--- src/rtl/router_1x3_top_if.sv ---
// Bundles the router's packet-input and three read-port signals.
//   pkt_valid, data_in        : packet source -> router
//   busy, err                 : router -> packet source
//   read_enb_0..2             : reader -> router (pop request per FIFO)
//   data_out_0..2, vld_out_0..2 : router -> reader
// master : the packet source / reader side. slave : the router.
interface router_1x3_top_if #(
  parameter int DATA_WIDTH = 8
);
  logic                  pkt_valid;
  logic [DATA_WIDTH-1:0] data_in;
  logic                  busy;
  logic                  err;
  logic                  read_enb_0;
  logic                  read_enb_1;
  logic                  read_enb_2;
  logic [DATA_WIDTH-1:0] data_out_0;
  logic [DATA_WIDTH-1:0] data_out_1;
  logic [DATA_WIDTH-1:0] data_out_2;
  logic                  vld_out_0;
  logic                  vld_out_1;
  logic                  vld_out_2;

  modport master (
    output pkt_valid, data_in, read_enb_0, read_enb_1, read_enb_2,
    input  busy, err, data_out_0, data_out_1, data_out_2,
           vld_out_0, vld_out_1, vld_out_2
  );

  modport slave (
    input  pkt_valid, data_in, read_enb_0, read_enb_1, read_enb_2,
    output busy, err, data_out_0, data_out_1, data_out_2,
           vld_out_0, vld_out_1, vld_out_2
  );
endinterface

--- src/rtl/router_1x3_top.sv ---
// 1-input, 3-output byte packet router.
// Packets {header, payload..., parity} arrive on bus.data_in and are stored
// whole in output FIFO header[1:0] (dest 3 is dropped). Each FIFO is read
// through read_enb_x / data_out_x / vld_out_x. busy throttles the source,
// err flags a parity mismatch on the last routed packet.
// Ports:
//   clock  : rising-edge clock
//   resetn : synchronous, active-HIGH reset
//   bus    : router_1x3_top_if.slave (packet input, status, three read ports)
// Build option: define SOFT_RESET_EN to flush a FIFO left unread for TIMEOUT
// cycles; without it data stays until read.

module router_1x3_fifo #(
  parameter int DATA_WIDTH = 8,
  parameter int FIFO_DEPTH = 32
) (
  input  logic                  clock,
  input  logic                  resetn,
  input  logic                  flush,
  input  logic                  wr_en,
  input  logic [DATA_WIDTH-1:0] wr_data,
  input  logic                  rd_en,
  output logic [DATA_WIDTH-1:0] rd_data,
  output logic                  empty,
  output logic                  full
);
  localparam int AW = $clog2(FIFO_DEPTH);

  logic [DATA_WIDTH-1:0] mem [FIFO_DEPTH];
  logic [AW-1:0]         wr_ptr;
  logic [AW-1:0]         rd_ptr;
  logic [AW:0]           count;
  logic [AW:0]           count_next;
  logic                  do_wr;
  logic                  do_rd;

  assign full  = (count == (AW+1)'(FIFO_DEPTH));
  assign do_wr = wr_en & ~full & ~flush;
  assign do_rd = rd_en & ~empty;

  always_comb begin
    count_next = count;
    case ({do_wr, do_rd})
      2'b10:   count_next = count + (AW+1)'(1);
      2'b01:   count_next = count - (AW+1)'(1);
      default: count_next = count;
    endcase
  end

  always_ff @(posedge clock) begin
    if (do_wr) mem[wr_ptr] <= wr_data;
  end

  // empty is registered so a byte written on edge N shows as valid after N.
  always_ff @(posedge clock) begin
    if (resetn) begin
      wr_ptr  <= '0;
      rd_ptr  <= '0;
      count   <= '0;
      empty   <= 1'b1;
      rd_data <= '0;
    end else begin
      if (flush) begin
        wr_ptr <= '0;
        rd_ptr <= '0;
        count  <= '0;
        empty  <= 1'b1;
      end else begin
        if (do_wr) wr_ptr <= wr_ptr + AW'(1);
        if (do_rd) rd_ptr <= rd_ptr + AW'(1);
        count <= count_next;
        empty <= (count_next == '0);
      end
      if (do_rd) rd_data <= mem[rd_ptr];
    end
  end
endmodule

module router_1x3_top #(
  parameter int DATA_WIDTH = 8,
  parameter int FIFO_DEPTH = 32,
  parameter int TIMEOUT    = 30
) (
  input  logic             clock,
  input  logic             resetn,
  router_1x3_top_if.slave  bus
);
  typedef enum logic [2:0] {
    DECODE, WAIT_EMPTY, LOAD_FIRST, LOAD_DATA, LOAD_PARITY, CHECK_PARITY, DROP
  } state_t;

  if (FIFO_DEPTH < 4 || (FIFO_DEPTH & (FIFO_DEPTH - 1)) != 0 || TIMEOUT < 1) begin : g_param_check
    $error("router_1x3_top: FIFO_DEPTH must be a power of two >= 4 and TIMEOUT >= 1");
  end

  state_t                state;
  state_t                state_next;
  logic [1:0]            dest;
  logic [DATA_WIDTH-1:0] hdr;
  logic [DATA_WIDTH-1:0] parity;
  logic                  err;
  logic                  busy;
  logic                  latch_hdr;
  logic                  accept_hdr;
  logic                  wr;
  logic [DATA_WIDTH-1:0] wr_data;
  logic [2:0]            fifo_empty;
  logic [2:0]            fifo_full;
  logic [2:0]            fifo_wr;
  logic [2:0]            fifo_rd;
  logic [2:0]            soft_rst;
  logic                  cur_full;
  logic                  soft_hit;

  assign cur_full = fifo_full[dest];
  assign soft_hit = soft_rst[dest];

  always_comb begin
    state_next = state;
    busy       = 1'b0;
    latch_hdr  = 1'b0;
    accept_hdr = 1'b0;
    wr         = 1'b0;
    wr_data    = bus.data_in;
    case (state)
      DECODE: begin
        // Header is latched here even when the target is busy, since the
        // source moves on to the first payload byte after this edge.
        if (bus.pkt_valid) begin
          if (bus.data_in[1:0] == 2'd3) begin
            state_next = DROP;
          end else begin
            latch_hdr = 1'b1;
            if (fifo_empty[bus.data_in[1:0]]) begin
              accept_hdr = 1'b1;
              state_next = LOAD_FIRST;
            end else begin
              state_next = WAIT_EMPTY;
            end
          end
        end
      end
      WAIT_EMPTY: begin
        busy = 1'b1;
        if (fifo_empty[dest]) begin
          accept_hdr = 1'b1;
          state_next = LOAD_FIRST;
        end
      end
      LOAD_FIRST: begin
        busy = 1'b1;
        if (soft_hit) begin
          state_next = DROP;
        end else begin
          wr         = 1'b1;
          wr_data    = hdr;
          state_next = LOAD_DATA;
        end
      end
      LOAD_DATA: begin
        // A flush of the target FIFO abandons the rest of the packet.
        if (soft_hit) begin
          state_next = bus.pkt_valid ? DROP : DECODE;
        end else begin
          busy = cur_full;
          if (!cur_full) begin
            wr = 1'b1;
            if (!bus.pkt_valid) state_next = LOAD_PARITY;
          end
        end
      end
      LOAD_PARITY: begin
        busy       = 1'b1;
        state_next = CHECK_PARITY;
      end
      CHECK_PARITY: begin
        busy       = 1'b1;
        state_next = DECODE;
      end
      DROP: begin
        if (!bus.pkt_valid) state_next = DECODE;
      end
      default: state_next = DECODE;
    endcase
  end

  always_ff @(posedge clock) begin
    if (resetn) begin
      state  <= DECODE;
      dest   <= '0;
      hdr    <= '0;
      parity <= '0;
      err    <= 1'b0;
    end else begin
      state <= state_next;
      if (latch_hdr) begin
        dest   <= bus.data_in[1:0];
        hdr    <= bus.data_in;
        parity <= bus.data_in;
      end else if (state == LOAD_DATA && wr) begin
        parity <= parity ^ bus.data_in;
      end
      if (accept_hdr) err <= 1'b0;
      else if (state == CHECK_PARITY) err <= (parity != '0);
    end
  end

  assign fifo_wr[0] = wr & (dest == 2'd0);
  assign fifo_wr[1] = wr & (dest == 2'd1);
  assign fifo_wr[2] = wr & (dest == 2'd2);
  assign fifo_rd    = {bus.read_enb_2, bus.read_enb_1, bus.read_enb_0};

`ifdef SOFT_RESET_EN
  localparam int TW = $clog2(TIMEOUT + 1);
  logic [TW-1:0] timer [3];

  // Counts cycles a FIFO holds data without being read.
  always_ff @(posedge clock) begin
    for (int unsigned i = 0; i < 3; i++) begin
      if (resetn || fifo_empty[i] || fifo_rd[i] || soft_rst[i]) timer[i] <= '0;
      else timer[i] <= timer[i] + TW'(1);
    end
  end

  always_comb begin
    soft_rst = '0;
    for (int unsigned i = 0; i < 3; i++) soft_rst[i] = (timer[i] == TW'(TIMEOUT));
  end
`else
  assign soft_rst = '0;
`endif

  router_1x3_fifo #(.DATA_WIDTH(DATA_WIDTH), .FIFO_DEPTH(FIFO_DEPTH)) FIFO_0 (
    .clock(clock), .resetn(resetn), .flush(soft_rst[0]), .wr_en(fifo_wr[0]),
    .wr_data(wr_data), .rd_en(fifo_rd[0]), .rd_data(bus.data_out_0),
    .empty(fifo_empty[0]), .full(fifo_full[0])
  );

  router_1x3_fifo #(.DATA_WIDTH(DATA_WIDTH), .FIFO_DEPTH(FIFO_DEPTH)) FIFO_1 (
    .clock(clock), .resetn(resetn), .flush(soft_rst[1]), .wr_en(fifo_wr[1]),
    .wr_data(wr_data), .rd_en(fifo_rd[1]), .rd_data(bus.data_out_1),
    .empty(fifo_empty[1]), .full(fifo_full[1])
  );

  router_1x3_fifo #(.DATA_WIDTH(DATA_WIDTH), .FIFO_DEPTH(FIFO_DEPTH)) FIFO_2 (
    .clock(clock), .resetn(resetn), .flush(soft_rst[2]), .wr_en(fifo_wr[2]),
    .wr_data(wr_data), .rd_en(fifo_rd[2]), .rd_data(bus.data_out_2),
    .empty(fifo_empty[2]), .full(fifo_full[2])
  );

  assign bus.vld_out_0 = ~fifo_empty[0];
  assign bus.vld_out_1 = ~fifo_empty[1];
  assign bus.vld_out_2 = ~fifo_empty[2];
  assign bus.busy      = busy;
  assign bus.err       = err;
endmodule

--- src/flat_wrapper.sv ---
// flat-port wrapper written by rule: the top's interface ports become plain ports
module router_1x3_top_flat 
#(
  parameter int DATA_WIDTH = 8,
  parameter int FIFO_DEPTH = 32,
  parameter int TIMEOUT    = 30
)
  (clock, resetn, bus_pkt_valid, bus_data_in, bus_read_enb_0, bus_read_enb_1, bus_read_enb_2, bus_busy, bus_err, bus_data_out_0, bus_data_out_1, bus_data_out_2, bus_vld_out_0, bus_vld_out_1, bus_vld_out_2);
  router_1x3_top_if #(.DATA_WIDTH(DATA_WIDTH)) bus_i ();
  input  logic clock;
  input  logic resetn;
  input wire logic [$bits(bus_i.pkt_valid)-1:0] bus_pkt_valid;
  input wire logic [$bits(bus_i.data_in)-1:0] bus_data_in;
  input wire logic [$bits(bus_i.read_enb_0)-1:0] bus_read_enb_0;
  input wire logic [$bits(bus_i.read_enb_1)-1:0] bus_read_enb_1;
  input wire logic [$bits(bus_i.read_enb_2)-1:0] bus_read_enb_2;
  output wire logic [$bits(bus_i.busy)-1:0] bus_busy;
  output wire logic [$bits(bus_i.err)-1:0] bus_err;
  output wire logic [$bits(bus_i.data_out_0)-1:0] bus_data_out_0;
  output wire logic [$bits(bus_i.data_out_1)-1:0] bus_data_out_1;
  output wire logic [$bits(bus_i.data_out_2)-1:0] bus_data_out_2;
  output wire logic [$bits(bus_i.vld_out_0)-1:0] bus_vld_out_0;
  output wire logic [$bits(bus_i.vld_out_1)-1:0] bus_vld_out_1;
  output wire logic [$bits(bus_i.vld_out_2)-1:0] bus_vld_out_2;
  assign bus_i.pkt_valid = bus_pkt_valid;
  assign bus_i.data_in = bus_data_in;
  assign bus_i.read_enb_0 = bus_read_enb_0;
  assign bus_i.read_enb_1 = bus_read_enb_1;
  assign bus_i.read_enb_2 = bus_read_enb_2;
  assign bus_busy = bus_i.busy;
  assign bus_err = bus_i.err;
  assign bus_data_out_0 = bus_i.data_out_0;
  assign bus_data_out_1 = bus_i.data_out_1;
  assign bus_data_out_2 = bus_i.data_out_2;
  assign bus_vld_out_0 = bus_i.vld_out_0;
  assign bus_vld_out_1 = bus_i.vld_out_1;
  assign bus_vld_out_2 = bus_i.vld_out_2;
  router_1x3_top #(.DATA_WIDTH(DATA_WIDTH), .FIFO_DEPTH(FIFO_DEPTH), .TIMEOUT(TIMEOUT)) u_core (.clock(clock), .resetn(resetn), .bus(bus_i));
endmodule
--- config.mk ---
export PLATFORM = sky130hd
export DESIGN_NAME = router_1x3_top_flat
export DESIGN_NICKNAME = d
export VERILOG_FILES = /design/src/rtl/router_1x3_top_if.sv /design/src/rtl/router_1x3_top.sv /design/src/flat_wrapper.sv
export SDC_FILE = /design/constraint.sdc
export NUM_CORES = 1
export LEC_CHECK = 0
export ABC_AREA = 1
export BUFFER_PORTS_ARGS = -buffer_cell sky130_fd_sc_hd__buf_4
export CAP_MARGIN = 20
export CORE_ASPECT_RATIO = 0.7
export CORE_MARGIN = 4
export CORE_UTILIZATION = 65
export CTS_CLUSTER_DIAMETER = 40
export DETAILED_ROUTE_END_ITERATION = 8
export PLACE_DENSITY = 0.81
export SLEW_MARGIN = 20
export SYNTH_ARGS = -nofsm -noshare
export SYNTH_HDL_FRONTEND = slang
export SYNTH_SLANG_ARGS = --single-unit
--- constraint.sdc ---
create_clock -name clock -period 13.4 [get_ports clock]
set_input_delay 0 -clock clock [delete_from_list [all_inputs] [get_ports clock]]
set_output_delay 0 -clock clock [all_outputs]
set_load 0.02 [all_outputs]
Yosys cells after proc, flatten, opt, wreduce, memory -nomap -nowiden
Memories as Yosys holds them, arrays and structs flattened. A register that Yosys moved wholly into a read port is not among the register bits.
Cells that the tools add are included.
W data, S select, Z words.
{"block": "classes", "bitwise": 16, "n_eq_ne": 23, "addsub": 12, "reduce_logical": 11, "n_mux": 46, "order_cmp": 2}
{"op": "$pmux W6 S2", "n": 3}
{"op": "$mux W8", "n": 4}
{"op": "$add A5 B1 Y5 const B", "n": 6}
{"op": "$mux W3", "n": 9}
{"op": "$mux W1", "n": 21}
{"op": "$add A6 B1 Y6 const B", "n": 3}
{"op": "$eq A6 B6 Y1 const B", "n": 3}
{"op": "$logic_not A6 Y1", "n": 3}
{"op": "$pmux W3 S6", "n": 1}
{"op": "$sub A6 B1 Y6 const B", "n": 3}
{"op": "$eq A2 B2 Y1 const B", "n": 5}
{"op": "$and A1 B1 Y1", "n": 9}
{"op": "$eq A3 B3 Y1 const B", "n": 3}
{"op": "$bmux W1 S2", "n": 4}
{"op": "$eq A2 B1 Y1 const B", "n": 4}
{"op": "$reduce_bool A8 Y1", "n": 1}
{"op": "$xor A8 B8 Y8", "n": 1}
{"op": "$eq A3 B2 Y1 const B", "n": 2}
{"op": "$lt A2 B3 Y1 const B", "n": 2}
{"op": "$not A1 Y1", "n": 6}
{"op": "$pmux W1 S2", "n": 3}
{"op": "$reduce_and A5 Y1", "n": 1}
{"op": "$ne A2 B2 Y1 const B", "n": 2}
{"op": "$reduce_or A4 Y1", "n": 1}
{"op": "other kinds (10)", "n": 10}
{"block": "totals", "register_bits": 73, "elab_cells": 130, "mem_bits_rw": 768, "out_inout_bits": 29, "memories": 3}
{"memory": "u_core.FIFO_0.mem", "depth": 32, "width": 8, "read_ports": 1, "rd_ports_with_merged_regs": 1, "wr": 1, "line_no": "router_1x3_top.sv:29", "text": "logic [DATA_WIDTH-1:0] mem [FIFO_DEPTH];"}
{"memory": "u_core.FIFO_1.mem", "depth": 32, "width": 8, "read_ports": 1, "rd_ports_with_merged_regs": 1, "wr": 1, "line_no": "router_1x3_top.sv:29"}
{"memory": "u_core.FIFO_2.mem", "depth": 32, "width": 8, "read_ports": 1, "rd_ports_with_merged_regs": 1, "wr": 1, "line_no": "router_1x3_top.sv:29"}

Depth between registers and ports, before layout
{"block": "depth", "depth_word": 11, "mapped_depth": 24, "ltp_nobuf": 23}

Cells and area by module
From an unflattened synthesis, not the netlist that was laid out.
{"block": "hier_totals", "hier_cells": 3610, "area_unflattened_um2": 36989.2}
{"mod": "router_1x3_fifo (u_core.FIFO_0 ...)", "area_each_um2": 11940.2, "seq_area_each_um2": 8187.9, "cells_each": 1140, "instances": 2}
{"mod": "router_1x3_fifo (u_core.FIFO_1)", "area_each_um2": 11913.9, "seq_area_each_um2": 8187.9, "cells_each": 1141, "instances": 1}
{"mod": "router_1x3_top", "area_each_um2": 1194.9, "seq_area_each_um2": 400.4, "cells_each": 189, "instances": 1}

Least setup slack after synthesis
OpenSTA, ideal clock, no wires.
{"block": "synth_path", "path_type": "reg2reg", "startpoint": "reg u_core.state[2]", "endpoint": "mem u_core.FIFO_0.mem[0][2] (data pin)", "period_less_slack_ns": 5.708, "setup_slack_ns": 7.692, "arrival_ns": 4.758, "stages_incl_launch_ff": 6, "cell_sequence": "dfxtp_1 > inv_2 > nand2_1 > inv_1 > clkbuf_1 > o21ai_0"}
{"block": "synth_between", "elab_chain_len": 2}
{"item": "start: declaration", "line_no": "router_1x3_top.sv:96", "text": "state_t state;"}
{"item": "start signal: assignment", "line_no": "router_1x3_top.sv:195", "text": "state <= state_next;"}
{"item": "$eq A3 B2 Y1", "line_no": "router_1x3_top.sv:125", "text": "case (state)"}
{"item": "$mux W8", "line_no": "router_1x3_top.sv:125"}
{"item": "via u_core.FIFO_0.wr_data[2]", "line_no": "router_1x3_top.sv:21", "text": "input logic [DATA_WIDTH-1:0] wr_data,"}
{"item": "end: declaration", "line_no": "router_1x3_top.sv:29"}
The timed path passes the listed nets, and every way through them passes these cells.

Worst setup path in the final report
{"block": "layout_path", "startpoint": "reg u_core.state[2]", "endpoint": "mem u_core.FIFO_1.mem[1][7] (data pin)"}
{"block": "layout_between", "elab_chain_len": 2}
{"item": "$eq A3 B2 Y1", "line_no": "router_1x3_top.sv:125"}
{"item": "$mux W8", "line_no": "router_1x3_top.sv:125"}
{"item": "via u_core.FIFO_0.wr_data[7]", "line_no": "router_1x3_top.sv:21"}
{"item": "end: declaration", "line_no": "router_1x3_top.sv:29"}
The timed path passes the listed nets, and every way through them passes these cells.

==> metrics.txt <==
Setup WS post-layout 10.02 ns; unrepaired setup endpoints after global routing no; full die area 59800 µm²; DP HPWL 52600 µm; Fill cells 3491; maximum VDD drop 0.165 mV; placed instance count 4004; hold_buf cts 13; Total Power 7240 µW; Slew Limit Fails 0; Num CTS Buffers 83; outcome complete, no violations; Post-Syn Area 36300 µm²; EDFF count, synth 768; Synth warnings 0; endpoints failing hold 0; drt via density 6.24; Crit Path Max Fanout 56; core box area 55200 µm²; DRC violations left 0; vias in the first global route 24500; layout cells sized above 1 0.0793; setup clock skew after layout 0.0212 ns; clock tree buffer depth 3; Finish-stage setup viols 0; NumNets Final 3402; Leakage Power 0.0143 µW; Top FF cell, synth edfxtp_1; fin util 0.725; clk sinks 863; pin count of the biggest net entering global routing 117; DP Worst Slack 10.09 ns; Die H 206 µm; Async S/R FF share, synth 0; first-pass GRT wire length 138000 µm; Starting Density 0.658; cell count after synthesis 3378; Syn Nets 3416; flops & latches, synth 863; Hold WC Path Type in -> reg; crit path kind reg -> reg; # diodes 0; Least-Margin Pin Slew 1.14 ns; Max-Cap Viols 0; GR Util All Layers 0.295; initial drt markers 3944; CP max stage cell o21ai_4; Mapped Avg Cell Area 10.8 µm²; Setup crit start kind flip-flop; crit path cell chain inv_2 -> nand2_1 -> inv_1 -> o21ai_4 -> buf_4; Ports 43; Die Width 291 µm; antenna-violating nets left 0; critical path arrival 3.71 ns; Cell Pwr Density 181 nW/µm²; P&R area growth vs syn 10.3%; global placement routability congestion 0.902; number of H-tree levels 3; grt total ovfl 0; Skew-Pair Late Insertion Delay 0.64 ns; # resized after CTS 0; drt pass-1 iters 8; worst path required time 13.73 ns; maximum clock frequency 296 MHz; Worst-path clk slew 0.06 ns; PortBufs 42; CTS tree done; Setup Total Neg Slack 0 ns; CTS Root Cell clkbuf_16; critical path's largest stage delay 0.98 ns; Detailed Route WL 89400 µm; period utilization 0.252; endpoint type of the worst setup path flip-flop; Final min period 3.38 ns; Worst slew margin 0.236; Vias 26000; register area share after synthesis 0.687; Post-Layout Cell Count 4172; initial antenna violation count 1; Routed WL per cell 21.4 µm; Setup Buffers After CTS 0; Site Rows 72; distinct cell type count after synthesis 38
[worst max-delay path, delay by kind of cell (launching register included)]
kind,cells,cell delay (ns)
DFF,1,0.43
buffers and inverters,3,1.24
AOI/OAI and AO/OA,1,0.98
and+or+nand+nor,1,0.39
[synth_stat cells, types with 24 or more instances]
library cell / number / area share
nand2_1: 590 / 0.061
a21oi_1: 123 / 0.017
nor2_1: 636 / 0.066
edfxtp_1: 768 / 0.63
inv_1: 100 / 0.010
o21ai_0: 268 / 0.037
ha_1: 24 / 0.0083
o211ai_1: 24 / 0.0050
o21ai_1: 77 / 0.011
dfxtp_1: 95 / 0.052
nand3_1: 377 / 0.052
buf_2: 73 / 0.010
clkbuf_1: 73 / 0.0075
[power by group]
group	total, µW	internal [µW]	switching [µW]
sequential	3300	3190	109
clock	2420	1420	999
combinational	1520	404	1120
[cells in the final DEF, fill, tap and decap left out, types with 19 or more instances in the layout]
master / n
inv_1: 100
edfxtp_1: 768
nand2_1: 590
buf_4: 61
o21ai_0: 260
nor2_1: 634
nand3_1: 377
o21ai_1: 77
clkbuf_16: 87
o211ai_1: 24
ha_1: 24
dfxtp_1: 89
a21oi_1: 123
clkbuf_1: 19
[stage by stage]
step | hold WS [ns] | cell area, µm²
floorplan | 0.158 | 36300
global placement | 0.327 | 37000
detailed placement | 0.348 | 37000
CTS | 0.0149 | 40000
global route | 0.0829 | 40100
finish | 0.0575 | 40100
[layout make-up]
class / count / area [µm²] / area share
clock buffers: 116 / 2390 / 0.0596
clock inverters: 37 / 438 / 0.0109
inverters: 127 / 493 / 0.0123
multi-input cells: 2210 / 10200 / 0.254
flip-flops and latches: 863 / 25000 / 0.624
well taps: 740 / 926 / 0.0231
repair buffers: 79 / 677 / 0.0169
[logic make-up after synthesis]
| logic type | synth area share |
|---|---|
| AOI/OAI and AO/OA | 0.0713 |
| adders and majority gates | 0.00827 |
| buffers and inverters | 0.0364 |
| DFF | 0.687 |
| xor gates and xnor gates | 0.00554 |
| and+or+nand+nor | 0.191 |
[layer usage]
metal | up-vias | track usage | share of wire
li1 | 11700 | - | -
met4 | 2 | 0.0779 | 0.022
met1 | 12400 | 0.438 | 0.40
met3 | 208 | 0.0732 | 0.13
met2 | 1716 | 0.444 | 0.45
met5 | - | 0 | 0.00015
[state kept, by name, indices dropped and copies added (netlist names)]
| signal | flops |
|---|---|
| u_core.FIFO_0.count | 6 |
| u_core.FIFO_0.empty | 1 |
| u_core.FIFO_0.mem | 256 |
| u_core.FIFO_0.rd_data | 8 |
| u_core.FIFO_0.rd_ptr | 5 |
| u_core.FIFO_0.wr_ptr | 5 |
| u_core.FIFO_1.count | 6 |
| u_core.FIFO_1.empty | 1 |
| u_core.FIFO_1.mem | 256 |
| u_core.FIFO_1.rd_data | 8 |
| u_core.FIFO_1.rd_ptr | 5 |
| u_core.FIFO_1.wr_ptr | 5 |
| u_core.FIFO_2.count | 6 |
| u_core.FIFO_2.empty | 1 |
| u_core.FIFO_2.mem | 256 |
| u_core.FIFO_2.rd_data | 8 |
| u_core.FIFO_2.rd_ptr | 5 |
| u_core.FIFO_2.wr_ptr | 5 |
| u_core.bus.err | 1 |
| u_core.hdr | 8 |
| u_core.parity | 8 |
| u_core.state | 3 |
[path summary, 6_finish.rpt]
check | from | to | slack, ns | depth (start not counted)
max reg2reg | u_core.state[2]$_SDFFE_PP0P_ | u_core.FIFO_1.mem[1][7]$_DFFE_PP_ | 10.02 | 5
min reg2reg | u_core.FIFO_0.rd_data[6]$_SDFFE_PP0P_ | u_core.FIFO_0.rd_data[6]$_SDFFE_PP0P_ | 0.47 | 2
min | bus_read_enb_2 | u_core.FIFO_2.rd_data[7]$_SDFFE_PP0P_ | 0.06 | 4
max | u_core.state[2]$_SDFFE_PP0P_ | u_core.FIFO_1.mem[1][7]$_DFFE_PP_ | 10.02 | 5
(Power assumes the default switching activity.)
